File: src/rtl/id_stage_pkg.sv
// Shared RV32IM decode definitions: opcodes, ALU op codes and the ID/EX payload.
package id_stage_pkg;

    localparam int unsigned XLEN   = 32;
    localparam int unsigned REG_AW = 5;
    localparam int unsigned NREGS  = 32;

    localparam logic [6:0] OPC_LUI    = 7'b0110111;
    localparam logic [6:0] OPC_AUIPC  = 7'b0010111;
    localparam logic [6:0] OPC_JAL    = 7'b1101111;
    localparam logic [6:0] OPC_JALR   = 7'b1100111;
    localparam logic [6:0] OPC_BRANCH = 7'b1100011;
    localparam logic [6:0] OPC_LOAD   = 7'b0000011;
    localparam logic [6:0] OPC_STORE  = 7'b0100011;
    localparam logic [6:0] OPC_OPIMM  = 7'b0010011;
    localparam logic [6:0] OPC_OP     = 7'b0110011;

    typedef enum logic [4:0] {
        ALU_ADD    = 5'd0,
        ALU_SUB    = 5'd1,
        ALU_SLL    = 5'd2,
        ALU_SLT    = 5'd3,
        ALU_SLTU   = 5'd4,
        ALU_XOR    = 5'd5,
        ALU_SRL    = 5'd6,
        ALU_SRA    = 5'd7,
        ALU_OR     = 5'd8,
        ALU_AND    = 5'd9,
        ALU_MUL    = 5'd10,
        ALU_MULH   = 5'd11,
        ALU_MULHSU = 5'd12,
        ALU_MULHU  = 5'd13,
        ALU_DIV    = 5'd14,
        ALU_DIVU   = 5'd15,
        ALU_REM    = 5'd16,
        ALU_REMU   = 5'd17,
        ALU_PASSB  = 5'd18,
        ALU_ADDPC  = 5'd19
    } alu_op_e;

    typedef struct packed {
        logic              valid;
        logic [XLEN-1:0]   pc;
        logic [XLEN-1:0]   rs1_val;
        logic [XLEN-1:0]   rs2_val;
        logic [XLEN-1:0]   imm;
        logic [REG_AW-1:0] rs1;
        logic [REG_AW-1:0] rs2;
        logic [REG_AW-1:0] rd;
        alu_op_e           alu_op;
        logic [2:0]        funct3;
        logic              alu_src;
        logic              reg_write;
        logic              mem_read;
        logic              mem_write;
        logic              mem_to_reg;
        logic              branch;
        logic              jump;
        logic              jump_r;
        logic              illegal;
    } id_ex_t;

    // Base integer op from funct3; alt is instr[30] (SUB/SRA select).
    function automatic alu_op_e base_alu(input logic [2:0] f3, input logic alt,
                                         input logic allow_sub);
        case (f3)
            3'b000:  return (alt && allow_sub) ? ALU_SUB : ALU_ADD;
            3'b001:  return ALU_SLL;
            3'b010:  return ALU_SLT;
            3'b011:  return ALU_SLTU;
            3'b100:  return ALU_XOR;
            3'b101:  return alt ? ALU_SRA : ALU_SRL;
            3'b110:  return ALU_OR;
            default: return ALU_AND;
        endcase
    endfunction

endpackage

File: src/rtl/id_stage_regfile.sv
// 32x32 register file: two combinational write-through read ports, one write port.
module id_stage_regfile
    import id_stage_pkg::*;
(
    input  logic        clk,
    input  logic        rst,
    input  logic        we_i,
    input  logic [4:0]  waddr_i,
    input  logic [31:0] wdata_i,
    input  logic [4:0]  raddr1_i,
    input  logic [4:0]  raddr2_i,
    output logic [31:0] rdata1_c_o,
    output logic [31:0] rdata2_c_o
);

    logic [XLEN-1:0] regs_q [NREGS];

    always_ff @(posedge clk or posedge rst) begin
        if (rst) begin
            for (int i = 0; i < int'(NREGS); i++) regs_q[i] <= '0;
        end else if (we_i && (waddr_i != 5'd0)) begin
            regs_q[waddr_i] <= wdata_i;
        end
    end

    // x0 is hardwired; a same-cycle writeback is bypassed to the reader.
    always_comb begin
        rdata1_c_o = regs_q[raddr1_i];
        if (raddr1_i == 5'd0)                        rdata1_c_o = '0;
        else if (we_i && (waddr_i == raddr1_i))      rdata1_c_o = wdata_i;
    end

    always_comb begin
        rdata2_c_o = regs_q[raddr2_i];
        if (raddr2_i == 5'd0)                        rdata2_c_o = '0;
        else if (we_i && (waddr_i == raddr2_i))      rdata2_c_o = wdata_i;
    end

endmodule

File: src/rtl/id_stage.sv
// RV32IM decode stage: decoder, immediates, register read, load-use hazard, ID/EX register.
module id_stage
    import id_stage_pkg::*;
(
    input  logic        clk,
    input  logic        rst,
    input  logic [31:0] if_instr,
    input  logic [31:0] if_pc,
    input  logic        flush,
    input  logic        wb_we,
    input  logic [4:0]  wb_rd,
    input  logic [31:0] wb_data,
    output logic        stall,
    output logic        ex_valid,
    output logic [31:0] ex_pc,
    output logic [31:0] ex_rs1_val,
    output logic [31:0] ex_rs2_val,
    output logic [31:0] ex_imm,
    output logic [4:0]  ex_rs1,
    output logic [4:0]  ex_rs2,
    output logic [4:0]  ex_rd,
    output logic [4:0]  ex_alu_op,
    output logic [2:0]  ex_funct3,
    output logic        ex_alu_src,
    output logic        ex_reg_write,
    output logic        ex_mem_read,
    output logic        ex_mem_write,
    output logic        ex_mem_to_reg,
    output logic        ex_branch,
    output logic        ex_jump,
    output logic        ex_jump_r,
    output logic        ex_illegal
);

    logic [6:0]  opcode;
    logic [2:0]  funct3;
    logic [6:0]  funct7;
    logic [4:0]  rd_f;
    logic        op_f7_ok;
    logic        uses_rs1;
    logic        uses_rs2;
    logic [4:0]  rs1_addr;
    logic [4:0]  rs2_addr;
    logic [31:0] rs1_rdata;
    logic [31:0] rs2_rdata;
    logic [31:0] imm_i, imm_s, imm_b, imm_u, imm_j;
    logic        hazard;
    id_ex_t      dec;
    id_ex_t      ex_d;
    id_ex_t      ex_q;

    assign opcode   = if_instr[6:0];
    assign funct3   = if_instr[14:12];
    assign funct7   = if_instr[31:25];
    assign rd_f     = if_instr[11:7];
    assign op_f7_ok = (funct7 == 7'b0000000) || (funct7 == 7'b0100000) ||
                      (funct7 == 7'b0000001);

    assign imm_i = {{20{if_instr[31]}}, if_instr[31:20]};
    assign imm_s = {{20{if_instr[31]}}, if_instr[31:25], if_instr[11:7]};
    assign imm_b = {{19{if_instr[31]}}, if_instr[31], if_instr[7], if_instr[30:25],
                    if_instr[11:8], 1'b0};
    assign imm_u = {if_instr[31:12], 12'h000};
    assign imm_j = {{11{if_instr[31]}}, if_instr[31], if_instr[19:12], if_instr[20],
                    if_instr[30:21], 1'b0};

    // Source-register usage; unused sources read as x0 so they never alias a hazard.
    always_comb begin
        uses_rs1 = 1'b0;
        uses_rs2 = 1'b0;
        case (opcode)
            OPC_JALR, OPC_LOAD, OPC_OPIMM: uses_rs1 = 1'b1;
            OPC_BRANCH, OPC_STORE: begin
                uses_rs1 = 1'b1;
                uses_rs2 = 1'b1;
            end
            OPC_OP: begin
                uses_rs1 = op_f7_ok;
                uses_rs2 = op_f7_ok;
            end
            default: ;
        endcase
    end

    assign rs1_addr = uses_rs1 ? if_instr[19:15] : 5'd0;
    assign rs2_addr = uses_rs2 ? if_instr[24:20] : 5'd0;

    id_stage_regfile u_regfile (
        .clk        (clk),
        .rst        (rst),
        .we_i       (wb_we),
        .waddr_i    (wb_rd),
        .wdata_i    (wb_data),
        .raddr1_i   (rs1_addr),
        .raddr2_i   (rs2_addr),
        .rdata1_c_o (rs1_rdata),
        .rdata2_c_o (rs2_rdata)
    );

    always_comb begin
        dec         = '0;
        dec.alu_op  = ALU_ADD;
        dec.valid   = 1'b1;
        dec.pc      = if_pc;
        dec.funct3  = funct3;
        dec.rs1     = rs1_addr;
        dec.rs2     = rs2_addr;
        dec.rs1_val = rs1_rdata;
        dec.rs2_val = rs2_rdata;
        case (opcode)
            OPC_LUI: begin
                dec.alu_op = ALU_PASSB; dec.alu_src = 1'b1;
                dec.reg_write = 1'b1; dec.rd = rd_f; dec.imm = imm_u;
            end
            OPC_AUIPC: begin
                dec.alu_op = ALU_ADDPC; dec.alu_src = 1'b1;
                dec.reg_write = 1'b1; dec.rd = rd_f; dec.imm = imm_u;
            end
            OPC_JAL: begin
                dec.alu_op = ALU_ADDPC; dec.alu_src = 1'b1; dec.jump = 1'b1;
                dec.reg_write = 1'b1; dec.rd = rd_f; dec.imm = imm_j;
            end
            OPC_JALR: begin
                dec.alu_op = ALU_ADDPC; dec.alu_src = 1'b1; dec.jump_r = 1'b1;
                dec.reg_write = 1'b1; dec.rd = rd_f; dec.imm = imm_i;
            end
            OPC_BRANCH: begin
                dec.alu_op = ALU_SUB; dec.branch = 1'b1; dec.imm = imm_b;
            end
            OPC_LOAD: begin
                dec.alu_src = 1'b1; dec.mem_read = 1'b1; dec.mem_to_reg = 1'b1;
                dec.reg_write = 1'b1; dec.rd = rd_f; dec.imm = imm_i;
            end
            OPC_STORE: begin
                dec.alu_src = 1'b1; dec.mem_write = 1'b1; dec.imm = imm_s;
            end
            OPC_OPIMM: begin
                dec.alu_op = base_alu(funct3, if_instr[30], 1'b0);
                dec.alu_src = 1'b1; dec.reg_write = 1'b1; dec.rd = rd_f; dec.imm = imm_i;
            end
            OPC_OP: begin
                if (!op_f7_ok) begin
                    dec.illegal = 1'b1;
                end else begin
                    dec.reg_write = 1'b1;
                    dec.rd        = rd_f;
                    if (funct7[0]) dec.alu_op = alu_op_e'(5'(ALU_MUL) + 5'(funct3));
                    else           dec.alu_op = base_alu(funct3, if_instr[30], 1'b1);
                end
            end
            default: dec.illegal = 1'b1;
        endcase
        if (dec.illegal) dec.funct3 = '0;
    end

    // Load-use: the load in ID/EX produces a register this instruction reads.
    assign hazard = ex_q.valid && ex_q.mem_read && (ex_q.rd != 5'd0) &&
                    ((rs1_addr == ex_q.rd) || (rs2_addr == ex_q.rd));
    assign stall  = hazard && !flush;

    always_comb begin
        ex_d = dec;
        if (flush || hazard) ex_d = '0;
    end

    always_ff @(posedge clk or posedge rst) begin
        if (rst) ex_q <= '0;
        else     ex_q <= ex_d;
    end

    assign ex_valid      = ex_q.valid;
    assign ex_pc         = ex_q.pc;
    assign ex_rs1_val    = ex_q.rs1_val;
    assign ex_rs2_val    = ex_q.rs2_val;
    assign ex_imm        = ex_q.imm;
    assign ex_rs1        = ex_q.rs1;
    assign ex_rs2        = ex_q.rs2;
    assign ex_rd         = ex_q.rd;
    assign ex_alu_op     = ex_q.alu_op;
    assign ex_funct3     = ex_q.funct3;
    assign ex_alu_src    = ex_q.alu_src;
    assign ex_reg_write  = ex_q.reg_write;
    assign ex_mem_read   = ex_q.mem_read;
    assign ex_mem_write  = ex_q.mem_write;
    assign ex_mem_to_reg = ex_q.mem_to_reg;
    assign ex_branch     = ex_q.branch;
    assign ex_jump       = ex_q.jump;
    assign ex_jump_r     = ex_q.jump_r;
    assign ex_illegal    = ex_q.illegal;

endmodule

File: config.mk
export PLATFORM = sky130hd
export DESIGN_NAME = id_stage
export DESIGN_NICKNAME = d
export VERILOG_FILES = /design/src/rtl/id_stage_pkg.sv /design/src/rtl/id_stage_regfile.sv /design/src/rtl/id_stage.sv
export SDC_FILE = /design/constraint.sdc
export NUM_CORES = 2
export LEC_CHECK = 0
export BUFFER_PORTS_ARGS = -buffer_cell sky130_fd_sc_hd__buf_2
export CORE_MARGIN = 4
export CORE_UTILIZATION = 45
export CTS_BUF_LIST = sky130_fd_sc_hd__clkbuf_8 sky130_fd_sc_hd__clkbuf_16
export DETAILED_ROUTE_END_ITERATION = 10
export PLACE_DENSITY = 0.57
export SETUP_SLACK_MARGIN = 0.4
export SLEW_MARGIN = 20
export SYNTH_ARGS = -nofsm -noshare
export SYNTH_HDL_FRONTEND = slang
export SYNTH_SLANG_ARGS = --single-unit
File: constraint.sdc
create_clock -name clk -period 59.5 [get_ports clk]
set_input_delay 11.9 -clock clk [delete_from_list [all_inputs] [get_ports clk]]
set_output_delay 11.9 -clock clk [all_outputs]
set_load 0.01 [all_outputs]
Yosys cells after proc, flatten, opt, wreduce, memory -nomap -nowiden
Cells that the tools add are included.
{"block": "classes", "magnitude_cmp": 4, "add_sub_neg": 1, "n_reduce_logical": 27, "muxes": 38, "bitwise_logic": 3, "n_eq_ne": 21}
{"cell": "1024-bit bitwise mux", "count": 1}
{"cell": "32-bit binary-select mux with 5-bit select", "count": 2}
{"cell": "32-bit two-way mux", "count": 9}
{"cell": "161-bit two-way mux", "count": 1}
{"cell": "32-bit demux with 5-bit select", "count": 1}
{"cell": "32-bit one-hot mux with 5 select lines", "count": 1}
{"cell": "4-bit one-hot mux with 7 select lines", "count": 2}
{"cell": "7-bit by 6-bit == test with 1-bit output, second input constant", "count": 4}
{"cell": "5-bit one-hot mux with 5 select lines", "count": 1}
{"cell": "7-bit == test, second input constant", "count": 3}
{"cell": "5-bit == test", "count": 4}
{"cell": "6-bit greater-or-equal comparator, second input constant", "count": 3}
{"cell": "5-bit NOT with 6-bit output", "count": 3}
{"cell": "5-bit two-way mux", "count": 3}
{"cell": "7-bit by 5-bit == test with 1-bit output, second input constant", "count": 2}
{"cell": "5-bit logical NOT", "count": 2}
{"cell": "1-bit two-way mux", "count": 10}
{"cell": "10-bit two-way mux", "count": 1}
{"cell": "5-bit one-hot mux with 2 select lines", "count": 1}
{"cell": "5-bit nonzero test", "count": 2}
{"cell": "3-bit == test, second input constant", "count": 3}
{"cell": "1-bit logical AND", "count": 8}
{"cell": "1-bit one-hot mux with 2 select lines", "count": 4}
{"cell": "8-bit OR reduction", "count": 1}
{"cell": "other kinds (16)", "count": 22}
{"block": "totals", "regBits": 1185}

Logic depth before layout (Yosys ltp)
{"block": "depth", "ltp_word": 12, "ltp_mapped": 13, "depth_no_buf": 8}

Cells and area by module
A second synthesis with hierarchy kept.
{"block": "hier_totals", "cells_unflattened": 4401, "hier_area_um2": 62248.5}
{"mod": "id_stage_regfile", "area_each_um2": 55253.0, "seq_area_each_um2": 25624.6, "n_inst": 1, "cells_each": 3859}
{"mod": "id_stage", "area_each_um2": 6995.5, "seq_area_each_um2": 4003.8, "n_inst": 1, "cells_each": 542}

Worst setup path before layout
OpenSTA, ideal clock, no wires.
{"block": "synth_path", "kind": "input port to output port", "start": "in if_instr[25]", "end": "out stall", "n_path_buf": 1, "cell_stages": 7, "t_arrival_ns": 13.458, "path_slack_ns": 34.142, "cell_sequence": "clkbuf_1 > a211oi_2 > nand4_1 > and3_1 > nor4b_1 > a22oi_1 > nor2_1"}
{"block": "synth_between", "elab_chain_cells": 9}
{"item": "start, declared", "line": "id_stage.sv:7", "text": "input logic [31:0] if_instr,"}
{"item": "7-bit by 6-bit == test with 1-bit output or 7-bit logical NOT (tied branches)", "line": "id_stage.sv:56", "text": "assign op_f7_ok = (funct7 == 7'b0000000) || (funct7 == 7'b0100000) ||"}
{"item": "1-bit logical OR", "line": "id_stage.sv:56"}
{"item": "1-bit logical OR (*)", "line": "id_stage.sv:56"}
{"item": "1-bit one-hot mux with 2 select lines", "line": "id_stage.sv:71", "text": "case (opcode)"}
{"item": "5-bit two-way mux, on equally long branches", "line": "id_stage.sv:85, id_stage.sv:86"}
{"item": "5-bit == test", "line": "id_stage.sv:158", "text": "((rs1_addr == ex_q.rd) || (rs2_addr == ex_q.rd));"}
{"item": "1-bit logical OR (*)", "line": "id_stage.sv:158"}
{"item": "1-bit logical AND (*)", "line": "id_stage.sv:157", "text": "assign hazard = ex_q.valid && ex_q.mem_read && (ex_q.rd != 5'd0) &&"}
{"item": "1-bit logical AND (*)", "line": "id_stage.sv:159", "text": "assign stall = hazard && !flush;"}
{"item": "end, declared", "line": "id_stage.sv:13", "text": "output logic stall,"}
Mark *: on every way between the ends. The rest lies on a longest branch, timed or not.

Worst setup path after layout
{"block": "layout_path", "start": "in if_instr[2]", "end": "out stall"}
{"block": "layout_between", "elab_chain_cells": 8}
{"item": "7-bit by 5-bit == test with 1-bit output (tied with other cells)", "line": "id_stage.sv:71"}
{"item": "5-bit OR reduction (no source line) or 2-bit OR reduction (tied branches)"}
{"item": "1-bit one-hot mux with 2 select lines", "line": "id_stage.sv:71"}
{"item": "5-bit two-way mux, on equally long branches", "line": "id_stage.sv:85, id_stage.sv:86"}
{"item": "5-bit == test", "line": "id_stage.sv:158"}
{"item": "1-bit logical OR (*)", "line": "id_stage.sv:158"}
{"item": "1-bit logical AND (*)", "line": "id_stage.sv:157"}
{"item": "1-bit logical AND (*)", "line": "id_stage.sv:159"}
Marked as above.

==> flow_metrics.py <==
metrics = {
    "power_and_ir_drop": {
        "p_leak_uw": 0.0316,
        "vdd_drop_max_v": 0.0000237,
        "p_per_area_mw_per_mm2": 31.9,
    },
    "grt": {
        "grt_max_degree": 156,
        "grt_pass1_vias": 52800,
        "gr-total-overflow": 0,
        "antenna_found_initial": 31,
        "track_usage_pct": 37.0,
        "grt_pass1_wl_mm": 396,
    },
    "timing": {
        "hold_slack_ns": 0.423,
        "final-hold-violation-count": 0,
        "slew_headroom_pct": 10.5,
        "grt_setup_unrepaired": "no",
        "min_period_ns": 27.55,
        "fin_skew_ns": 0.0244,
        "finalCritPeriodShare_pct": 46.3,
        "worstMarginPinSlew_ns": 1.33,
        "report.final.slew_viol_count": 0,
        "setup_tns_ns": 0,
        "clock.fmax_mhz": 36.3,
        "setup_violations": 0,
    },
    "finish": {
        "most-common-layout-cells": "dfrtp_1, mux2_2, a21oi_1",
        "final_common_cell": "dfrtp_1",
        "drive_above_1_share_pct": 32.1,
        "nets": 5822,
        "syn2layout_area_growth_pct": 12.1,
    },
    "detailed_routing": {
        "vias": 54200,
        "first_iter_violations": 7530,
        "vias_per_cell": 7.02,
        "final_antenna_net_count": 0,
        "drc": 0,
        "dr.pass1.iters": 6,
        "wl_mm": 280,
        "routedWlPerCell_um": 36.2,
    },
    "clock_tree": {
        "cts_root_buffer": "clkbuf_16",
        "cts_sinks": 1184,
        "cts_tree": "done",
        "cts_hold_buf": 0,
        "clk_latency_ns": 0.79,
        "cts_made_buffers": 140,
        "post_cts_buffers": 0,
        "cts_buffer_depth": 3,
        "clk_pin_slew_worst_paths_ns": 0.06,
        "cts_max_level": 4,
        "cts_resized": 0,
    },
    "yosys": {
        "async_flop_share_pct": 100,
        "yosys.area.top_type": "dfrtp_1",
        "ys.warnings.count": 0,
        "synth_edf_count": 0,
        "yosys-top-cells-area": "dfrtp_1, mux2_2, mux2i_1",
        "synthCells": 5786,
        "synth.net_count": 5893,
        "synth.avg_cell_area_um2": 11.0,
        "yosysUniqueCellTypes": 87,
        "netlist_area_mm2": 0.0638,
        "synth_top_area_share_pct": 46.4,
        "ys_ff_latch": 1184,
        "ys_seq_area_share_pct": 46.4,
        "ys.flop_type": "dfrtp_1",
    },
    "die": {
        "boundaryPins": 267,
        "core_area_mm2": 0.140,
        "die_h_um": 385,
        "die_width_um": 385,
        "die_area_mm2": 0.148,
        "placementRows": 137,
        "initial_core_util_pct": 45.5,
    },
    "setup_path": {
        "critPathLaunchType": "primary input",
        "reg2reg_setup_slack_ns": 55.21,
        "path_class": "in2out",
        "path_common_cell": "buf_4",
        "timing.rr.end": "ex_rs2_val[27]",
        "crit_family": "buffers and inverters",
        "crit_chain": "buf_2, nand4bb_2, nor4_4, buf_4, nor2_4, buf_4, buf_4, o32ai_1, a22oi_1, nor2_1, buf_2",
        "crit_fanout": 43,
        "max_stage_delay_ns": 0.52,
        "endpoint": "stall",
        "critical_path_cell_count": 11,
        "crit_arrival_ns": 15.65,
        "cp-end-kind": "output pin",
        "ff2ff_path_depth": 9,
        "slowest_stage": "buf_4",
        "path_buf_inv": 5,
        "crit-reg2reg-launch": "ex_rd[0]",
        "cp.required_ns": 47.60,
        "crit_path_start": "if_instr[2]",
    },
    "place": {
        "dpl.hpwl_mm": 160,
        "place_congestion": 0.915,
        "io_buffer_count": 266,
    },
    "run_status": {
        "status": "completed",
    },
    "worst_hold_path": {
        "hold_class": "reg2reg",
    },
    "run": {
        "maxCapViolations": 0,
    },
}
registers in the layout, summed over array words and instances, names as in the netlist:
| register | flops |
|---|---|
| u_regfile.regs_q | 1024 |
| ex_imm | 32 |
| ex_pc | 32 |
| ex_rs1_val | 32 |
| ex_rs2_val | 32 |
| ex_alu_op | 5 |
| ex_rd | 5 |
| ex_rs1 | 5 |
| ex_rs2 | 5 |
| ex_funct3 | 3 |
| ex_alu_src | 1 |
| ex_branch | 1 |
| ex_illegal | 1 |
| ex_jump | 1 |
| ex_jump_r | 1 |
| ex_mem_read | 1 |
| ex_mem_write | 1 |
| ex_reg_write | 1 |
| ex_valid | 1 |
worst register-to-register path: cells and delay by family (launching register included):
kind / cells / cell delay [ns]
AND/OR/NAND/NOR: 2 / 1.15
buffers and inverters: 2 / 0.77
AO/OA/AOI/OAI: 5 / 1.72
flip-flops: 1 / 0.52
synth_stat cells (all sizes together), types with 12 or more instances:
master and count:
and3 42, nand2b 46, nor3 88, a211oi 129
a2111oi 21, a221o 35, buf 163, dfrtp 1184
a211o 31, a21boi 12, and2 85, mux2 1043
a22o 17, nor2 137, a221oi 77, mux4 38
nand2 330, nor2b 18, o221ai 88, o32ai 16
o2111ai 31, a21oi 395, o21ai 215, o211a 30
a22oi 51, o311ai 20, o22ai 57, nand3 131
o211ai 105, a31oi 53, a21o 28, clkbuf 476
or2 28, inv 26, mux2i 355, nor4 49
how the worst min path moves through the flow:
stage	start	end	slack [ns]	cells past startpoint
after global routing	u_regfile.regs_q[992]	u_regfile.regs_q[992]	0.44	0
after floorplan	u_regfile.regs_q[873]	u_regfile.regs_q[873]	0.46	2
after CTS	u_regfile.regs_q[995]	u_regfile.regs_q[995]	0.42	0
after global placement	u_regfile.regs_q[992]	u_regfile.regs_q[992]	0.41	0
after detailed placement	u_regfile.regs_q[1010]	u_regfile.regs_q[1010]	0.41	0
final	u_regfile.regs_q[995]	u_regfile.regs_q[995]	0.42	0
routing by layer:
metal / GRT usage, % / up-vias / wire, um
met3: 10.9 / 981 / 34400
met1: 48.9 / 27600 / 108000
li1: - / 21600 / -
met4: 21.2 / 10 / 18100
met5: 0 / - / 68
met2: 54.0 / 4015 / 119000
cells by family (layout without fill, tap and decap cells):
kind of cell,after synthesis,count (layout),synth area share (%)
AOI/OAI and AO/OA,1486,1486,16.0
muxes,1436,1436,25.3
DFF,1184,1184,46.4
and+or+nand+nor,1003,1003,7.77
buffers and inverters,666,706,4.26
xor gates and xnor gates,8,8,0.110
adders and majority gates,3,3,0.0549
other,0,18,0
per-stage QoR:
| stage | util, % | area (um2) | instances | setup slack, ns | power (uW) |
|---|---|---|---|---|---|
| 2_1_floorplan | - | 63800 | 5786 | 14.25 | 1290 |
| 3_3_place_gp | 47.6 | 66700 | 7448 | 32.04 | 1390 |
| 3_5_place_dp | 47.6 | 66700 | 7448 | 32.06 | 1400 |
| 4_1_cts | 51.0 | 71500 | 7701 | 32.07 | 2280 |
| 5_1_grt | 51.0 | 71500 | 7709 | 31.89 | 2370 |
| 6_report | 51.0 | 71500 | 7720 | 31.95 | 2290 |
power by group:
group | switching, uW | leakage [uW] | internal (uW)
Combinational | 178 | 0.0138 | 180
Sequential | 104 | 0.0153 | 939
Clock | 362 | 0.00245 | 522
Total | 644 | 0.0316 | 1640
layout make-up:
cell class / instances / area [um2]
well taps: 1876 / 2350
clock buffers: 180 / 4130
clock inverters: 73 / 589
flip-flops and latches: 1184 / 29600
inverters: 27 / 113
fillers: 12700 / 68700
diodes: 18 / 45.0
multi-input cells: 3936 / 32000
repair buffers: 426 / 2690
(Power assumes the default switching activity.)
